### src/rtl/pw_sequencer_pkg.sv
// Shared definitions for the pulsed-wave Doppler sequencer: state codes,
// counter width (tied to the data bus width) and the default burst length.
package pw_sequencer_pkg;
  localparam int DATA_BUS_W    = 16;
  localparam int SEQ_CNT_W     = DATA_BUS_W;
  localparam int SEQ_TX_CYCLES = 8;

  typedef enum logic [2:0] {
    SEQ_IDLE   = 3'd0,
    SEQ_TX     = 3'd1,
    SEQ_DELAY1 = 3'd2,
    SEQ_DEMOD  = 3'd3,
    SEQ_GATE   = 3'd4,
    SEQ_DELAY2 = 3'd5,
    SEQ_RETX   = 3'd6
  } seq_state_e;
endpackage

### src/rtl/seq_phase_counter.sv
// Phase down-counter: loads max(v,1)-1 on state entry, decrements to zero
// and holds there. Also exposes the zero flag of the next count.
module seq_phase_counter #(
  parameter int CNT_WIDTH = 16
) (
  input  logic                 CLK,
  input  logic                 RST,
  input  logic                 load,
  input  logic [CNT_WIDTH-1:0] load_val,
  output logic                 zero,
  output logic                 zero_nxt
);
  logic [CNT_WIDTH-1:0] cnt, cnt_nxt;

  always_comb begin
    cnt_nxt = cnt;
    if (load)
      cnt_nxt = (load_val == '0) ? '0 : load_val - CNT_WIDTH'(1);
    else if (cnt != '0)
      cnt_nxt = cnt - CNT_WIDTH'(1);
  end

  always_ff @(posedge CLK or posedge RST)
    if (RST) cnt <= '0;
    else     cnt <= cnt_nxt;

  assign zero     = (cnt == '0);
  assign zero_nxt = (cnt_nxt == '0);
endmodule

### src/rtl/pw_sequencer.sv
// Pulsed-wave Doppler frame sequencer: TX / DELAY1 / DEMOD / GATE / DELAY2 /
// RETX loop with registered enables that line up with the state register.
module pw_sequencer
  import pw_sequencer_pkg::*;
#(
  parameter int CNT_WIDTH  = SEQ_CNT_W,
  parameter int GATE_WIDTH = 8,
  parameter int TX_CYCLES  = SEQ_TX_CYCLES
) (
  input  logic                  CLK,
  input  logic                  RST,
  input  logic                  ENABLE,
  input  logic                  RX_ON,
  input  logic [1:0]            TX_ON,
  input  logic [GATE_WIDTH-1:0] GATE_LENGTH,
  input  logic [CNT_WIDTH-1:0]  STATE0VALUE,
  input  logic [CNT_WIDTH-1:0]  STATE1VALUE,
  input  logic [CNT_WIDTH-1:0]  STATE2VALUE,
  input  logic [CNT_WIDTH-1:0]  STATERVALUE,
  output logic [1:0]            TX_EN,
  output logic                  RX_EN,
  output logic                  DEMOD_EN,
  output logic                  GATE_OPEN,
  output logic                  SAMPLE_STB,
  output logic                  PRF_TICK,
  output logic [2:0]            SEQ_STATE
);
  seq_state_e            state, nxt;
  logic [CNT_WIDTH-1:0]  sh_s0, sh_s1, sh_s2, sh_sr, load_val;
  logic [GATE_WIDTH-1:0] sh_gl;
  logic                  load, zero, zero_nxt;

  seq_phase_counter #(.CNT_WIDTH(CNT_WIDTH)) u_cnt (
    .CLK(CLK), .RST(RST), .load(load), .load_val(load_val),
    .zero(zero), .zero_nxt(zero_nxt)
  );

  // ENABLE low wins over any phase advance, including on a phase's last clock.
  always_comb begin
    nxt = state;
    if (!ENABLE) nxt = SEQ_IDLE;
    else begin
      case (state)
        SEQ_IDLE:   nxt = SEQ_TX;
        SEQ_TX:     if (zero) nxt = SEQ_DELAY1;
        SEQ_DELAY1: if (zero) nxt = SEQ_DEMOD;
        SEQ_DEMOD:  if (zero) nxt = SEQ_GATE;
        SEQ_GATE:   if (zero) nxt = SEQ_DELAY2;
        SEQ_DELAY2: if (zero) nxt = SEQ_RETX;
        SEQ_RETX:   if (zero) nxt = SEQ_TX;
        default:    nxt = SEQ_IDLE;
      endcase
    end
    load = (nxt != state);
    case (nxt)
      SEQ_TX:     load_val = CNT_WIDTH'(TX_CYCLES);
      SEQ_DELAY1: load_val = sh_s0;
      SEQ_DEMOD:  load_val = sh_s1;
      SEQ_GATE:   load_val = CNT_WIDTH'(sh_gl);
      SEQ_DELAY2: load_val = sh_s2;
      SEQ_RETX:   load_val = sh_sr;
      default:    load_val = '0;
    endcase
  end

  // Outputs decode the next state so they change on the same edge as the state.
  always_ff @(posedge CLK or posedge RST) begin
    if (RST) begin
      state      <= SEQ_IDLE;
      sh_s0      <= '0;
      sh_s1      <= '0;
      sh_s2      <= '0;
      sh_sr      <= '0;
      sh_gl      <= '0;
      TX_EN      <= '0;
      RX_EN      <= 1'b0;
      DEMOD_EN   <= 1'b0;
      GATE_OPEN  <= 1'b0;
      SAMPLE_STB <= 1'b0;
      PRF_TICK   <= 1'b0;
    end else begin
      state <= nxt;
      if (nxt == SEQ_TX && state != SEQ_TX) begin
        sh_s0 <= STATE0VALUE;
        sh_s1 <= STATE1VALUE;
        sh_s2 <= STATE2VALUE;
        sh_sr <= STATERVALUE;
        sh_gl <= GATE_LENGTH;
      end
      TX_EN      <= (nxt == SEQ_TX) ? TX_ON : 2'b00;
      RX_EN      <= RX_ON && (nxt == SEQ_DEMOD || nxt == SEQ_GATE || nxt == SEQ_DELAY2);
      DEMOD_EN   <= (nxt == SEQ_DEMOD || nxt == SEQ_GATE);
      GATE_OPEN  <= (nxt == SEQ_GATE);
      SAMPLE_STB <= (nxt == SEQ_GATE) && zero_nxt;
      PRF_TICK   <= (nxt == SEQ_TX) && (state != SEQ_TX);
    end
  end

  assign SEQ_STATE = 3'(state);
endmodule

### config.mk
export PLATFORM = sky130hd
export DESIGN_NAME = pw_sequencer
export DESIGN_NICKNAME = d
export VERILOG_FILES = /design/src/rtl/pw_sequencer_pkg.sv /design/src/rtl/seq_phase_counter.sv /design/src/rtl/pw_sequencer.sv
export SDC_FILE = /design/constraint.sdc
export NUM_CORES = 1
export LEC_CHECK = 0
export BUFFER_PORTS_ARGS = -buffer_cell sky130_fd_sc_hd__buf_4
export CORE_UTILIZATION = 51
export CTS_CLUSTER_SIZE = 10
export DETAILED_ROUTE_END_ITERATION = 10
export PLACE_DENSITY = 0.76
export SLEW_MARGIN = 20
export SYNTH_ARGS = -nofsm -noshare
export SYNTH_HDL_FRONTEND = slang
export SYNTH_HIERARCHICAL = 1
export SYNTH_SLANG_ARGS = --single-unit
### constraint.sdc
create_clock -name CLK -period 4.6 [get_ports CLK]
set_input_delay 1.38 -clock CLK [delete_from_list [all_inputs] [get_ports CLK]]
set_output_delay 1.38 -clock CLK [all_outputs]
set_load 0.05 [all_outputs]
Word level (Yosys, flattened, before mapping)
Index checks and enable logic that the tools add are counted.
- output and inout bits: 10
- bits of input ports: 78
- bits in registers: 98
- add/subtract/negate cells: 2
- equal/unequal tests: 14
- reductions and logical operators: 10
- muxes and demuxes: 13
- operators by type and width (kind ; number):
    case mux 16 bit (6 select lines) ; 1
    zero test 16 bit ; 3
    two-way mux 16 bit ; 3
    subtractor 16 x 1 -> 16 bit, second input constant ; 2
    two-way mux 3 bit ; 7
    case mux 3 bit (7 select lines) ; 1
    equality test 3 bit, second input constant ; 6
    nonzero test 16 bit ; 1
    equality test 3 x 2 -> 1 bit, second input constant ; 4
    equality test 3 x 1 -> 1 bit, second input constant ; 2
    logical AND 1 bit ; 3
    zero test 3 bit ; 1
    != test 3 x 1 -> 1 bit, second input constant ; 1
    != test 3 bit ; 1
    logical OR 1 bit ; 2
    two-way mux 2 bit ; 1

Longest topological paths before layout
- depth in word-level cells: 11
- mapped depth: 20

Cells and area by module
The synthesis kept the hierarchy.
- by module, submodules not included (module ; area each (µm²) ; times used ; cells each):
    pw_sequencer ; 3783.6 ; 1 ; 288
    seq_phase_counter ; 1338.8 ; 1 ; 148

Least setup slack after synthesis
OpenSTA, ideal clock, no wires.
- path type: register to register
- from: reg u_cnt.cnt[4]
- to: reg SAMPLE_STB
- period minus slack after synthesis: 4435 ps
- arrival: 4369 ps
- stages on the path, launching flop included: 18
- slack: 165 ps
- path buffers: 2
- setup time: 66 ps
- path through: dfrtp_1 nor4_1 nand4_1 inv_1 buf_6 nor3b_1 o21bai_2 nand2_1 buf_2 o211ai_1 nor4_4 nand3b_4 o41ai_4 o211ai_1 or4_1 nor4_2 and4_1 and2_1
- cells in the longest elaborated chain, start to end: 11
- ends and longest elaborated chain (element ; line ; text):
    start, declared ; seq_phase_counter.sv:13 ; logic [CNT_WIDTH-1:0] cnt, cnt_nxt;
    start signal, assigned ; seq_phase_counter.sv:25 ; else cnt <= cnt_nxt;
    zero test 16 bit (*) ; seq_phase_counter.sv:27 ; assign zero = (cnt == '0);
    named net zero ; pw_sequencer.sv:31 ; logic load, zero, zero_nxt;
    two-way mux 3 bit, or another cell as far along ; pw_sequencer.sv:50 ; SEQ_RETX: if (zero) nxt = SEQ_TX;
    case mux 3 bit (7 select lines) (*) ; pw_sequencer.sv:43 ; case (state)
    two-way mux 3 bit (*) ; pw_sequencer.sv:41 ; if (!ENABLE) nxt = SEQ_IDLE;
    equality test 3 bit, or another cell as far along ; pw_sequencer.sv:55 ; case (nxt)
    case mux 16 bit (6 select lines) (*) ; pw_sequencer.sv:55 ;
    named net load_val[4] ; pw_sequencer.sv:29 ; logic [CNT_WIDTH-1:0] sh_s0, sh_s1, sh_s2, sh_sr, load_val;
    subtractor 16 x 1 -> 16 bit or zero test 16 bit (tied branches) ; seq_phase_counter.sv:18 ; cnt_nxt = (load_val == '0) ? '0 : load_val - CNT_WIDTH'(1);
    two-way mux 16 bit (*) ; seq_phase_counter.sv:18 ;
    two-way mux 16 bit (*) ; seq_phase_counter.sv:17 ; if (load)
    named net u_cnt.cnt_nxt[6] ; seq_phase_counter.sv:13 ;
    zero test 16 bit (*) ; seq_phase_counter.sv:28 ; assign zero_nxt = (cnt_nxt == '0);
    named net zero_nxt ; pw_sequencer.sv:31 ;
    logical AND 1 bit (*) ; pw_sequencer.sv:94 ; SAMPLE_STB <= (nxt == SEQ_GATE) && zero_nxt;
    end signal, assigned ; pw_sequencer.sv:94 ;
    end, declared ; pw_sequencer.sv:24 ; output logic SAMPLE_STB,
The timed path passes the listed nets; every way through them passes the cells marked *.
A chain may end at the register's enable or synchronous reset.

Final worst setup path
- from: reg u_cnt.cnt[0]
- to: reg SAMPLE_STB
The elaborated chain is that of the path after synthesis.

==> out/metrics.cfg <==
[power_and_ir_drop]
vdd.ir_drop.worst_v = 0.000194
total_power_mw = 2.13
leakage_nw = 2.65
power_density_nw_per_um2 = 342

[critical_path]
critPathMaxFanout = 16
start_kind = flop
cp.arrival_ns = 4.58
path_class = reg2reg
cp.required_ns = 4.90
cp-end-kind = flop

[cts]
clkTransAtPathRegs_ns = 0.08
cts_tree = built
cts.path.max_buffers = 2
cts_buffers = 9
cts_num_sinks = 98
cts_root_buf = clkbuf_8
h-tree-depth = 3
clock_latency_ns = 0.36

[grt]
grt_usage = 0.246
grt_max_degree = 64
grt_pass1_vias = 3809
grt_overflow = 0
grt_pass1_wl_mm = 19.3
antenna_found_initial = 0

[synthesis]
synth_area_um2 = 5120
postSynthAreaPerCell_um2 = 11.7
synthTopCellsByCount = 98 x dfrtp_1, 59 x mux2_1, 23 x nand2_1
ys_ff_latch = 98
syn_nets = 517
synth_ff_type = dfrtp_1
synth_warnings = 6
synth-async-reset-ratio = 1.00
yosys-top-cells-area = dfrtp_1 48%, mux2_1 13%, xnor2_1 3.2%
synth_most_common_cell = dfrtp_1
seq_area_frac_synth = 0.479
synth_edf_count = 0
postSynthCellCount = 436
synth_top_cell_area_share = 0.479
yosysUniqueCellTypes = 56
synth.largest_area_cell = dfrtp_1

[die]
ios = 88
start_util = 0.524
core-area_um2 = 9770
die_area_um2 = 10400
rows = 36
die_x_um = 102
die_h_um = 102

[cells_and_area]
post-route-util = 0.638
final_layout_size_suffix_gt1_frac = 0.309
finalNetCount = 617
finalNonFillerCells = 673
syn_to_final_growth_pct = 21.7
diodes = 0

[timing]
worst_slack_ns = 0.323
setup_violations = 0
fin_skew_ns = 0.00911
slew_headroom = 0.441
fmax_mhz = 234
hold_viol = 0
worstMarginPinSlew_ns = 0.831
period_share = 0.930
final_max_slew_viol_count = 0
min_period_ns = 4.28

[placed_design]
place_ws_ns = -0.0596
place_hpwl_mm = 9.01
dp.cells = 652
gp_congestion = 0.935
port_buffers = 87

[detailed_routing]
routed_via_density = 5.71
wl_per_cell_um = 17.7
first_pass_iters = 5
drt_iter0_drc = 167
ant_nets = 0
drt_wl_total_mm = 11.9
drc_errors = 0
vias = 3846

[min_path]
hold_path_class = reg2reg

[flow_run]
cap_violations = 0

[outcome]
status = finished, final reports clean

repair_timing:
item	CTS	global route
setup buffers	0	6
endpoints found under the setup margin	1	1
resized for setup	0	13
cloned	0	0
pin swaps	1	7
hold buffers	0	0
final timing paths:
path,startpoint,endpoint,slack [ns],cells after the start
setup reg to reg,u_cnt/cnt[0],SAMPLE_STB,0.32,18
setup / recovery,u_cnt/cnt[0],SAMPLE_STB,0.32,18
max in group asynchronous,RST,SEQ_STATE[1],2.64,3
hold / removal,sh_s0[4],sh_s0[4],0.49,1
hold reg to reg,sh_s0[4],sh_s0[4],0.49,1
min in group asynchronous,RST,u_cnt/cnt[11],1.09,2
area by class of cell:
type	instances	area (µm²)
clock buffers	13	159
inverters	8	32.5
clock inverters	2	12.5
multi-input cells	304	2530
well taps	133	166
fillers	782	3540
flip-flops and latches	98	2450
repair buffers	115	880
per-stage QoR:
| stage | hold slack, ns | setup TNS [ns] | cell area [µm²] |
|---|---|---|---|
| floorplan | 0.457 | 0 | 5120 |
| global placement | 0.468 | 0 | 5960 |
| CTS | 0.494 | 0 | 6130 |
| global route | 0.499 | -0.000980 | 6230 |
| detailed placement | 0.474 | -0.0596 | 5960 |
| finish | 0.491 | 0 | 6230 |
sequential cells by signal, indices dropped and copies added, names as in the netlist, 2 cells and up:
name       count
SEQ_STATE      3
TX_EN          2
sh_gl          8
sh_s0         16
sh_s1         16
sh_s2         16
sh_sr         16
u_cnt/cnt     16
cell families (layout without fill, tap and decap cells):
| logic type | after synthesis | after routing | share of synthesized area |
|---|---|---|---|
| buf+inv | 34 | 138 | 0.0401 |
| flops | 98 | 98 | 0.479 |
| fa+ha+maj | 3 | 3 | 0.00733 |
| xor+xnor | 25 | 25 | 0.0427 |
| simple gates | 114 | 114 | 0.138 |
| mux | 85 | 85 | 0.184 |
| compound gates | 77 | 77 | 0.109 |
cell usage in the layout, fill, tap and decap left out, types with 3 or more instances in the layout:
cell	synthesis	final
mux2_1	59	59
o22ai_1	12	12
inv_1	8	6
nor3_1	13	12
xor2_1	6	6
a41oi_1	3	3
mux2i_1	12	12
and2_1	4	4
dfrtp_1	98	97
or4_1	3	3
nor3b_1	5	5
a22oi_1	13	12
nand2_1	23	22
xnor2_1	19	18
clkbuf_8	0	11
nand3b_1	3	3
buf_4	3	113
a32oi_1	4	4
nand3_1	7	5
nand4_1	7	7
or3_1	3	3
o21a_1	3	3
mux2_2	14	14
nor2_1	16	16
a21oi_1	11	10
o211ai_1	8	8
o21ai_0	11	11
nor4_1	6	6
nand2b_1	6	6
report_power, final:
group	leakage [nW]	internal [mW]	switching, mW
Clock	0.0855	0.223	0.278
Combinational	1.39	0.257	0.244
Sequential	1.18	1.00	0.122
Total	2.65	1.48	0.644
per-layer routing:
metal,GRT usage,part of all wire
met1,0.348,0.45
met2,0.376,0.48
met3,0.0438,0.050
met4,0.102,0.022
met5,0,0
critical path, stage by stage, from the launching register on:
cell and delay (ns):
dfrtp_2 0.44, inv_1 0.11, ha_1 0.15, nor4b_4 0.21, nand4_1 0.17, inv_2 0.16, buf_6 0.17, or4b_4 0.15
a21boi_4 0.09, a32oi_1 0.21, nand3_2 0.16, nor4_4 0.39, nand3b_4 0.16, o41ai_4 0.42, o211ai_1 0.17, or4_1 0.57
nor4_2 0.16, and4_1 0.21, and2_1 0.11
Note: power is estimated with default switching activity, not from simulation.
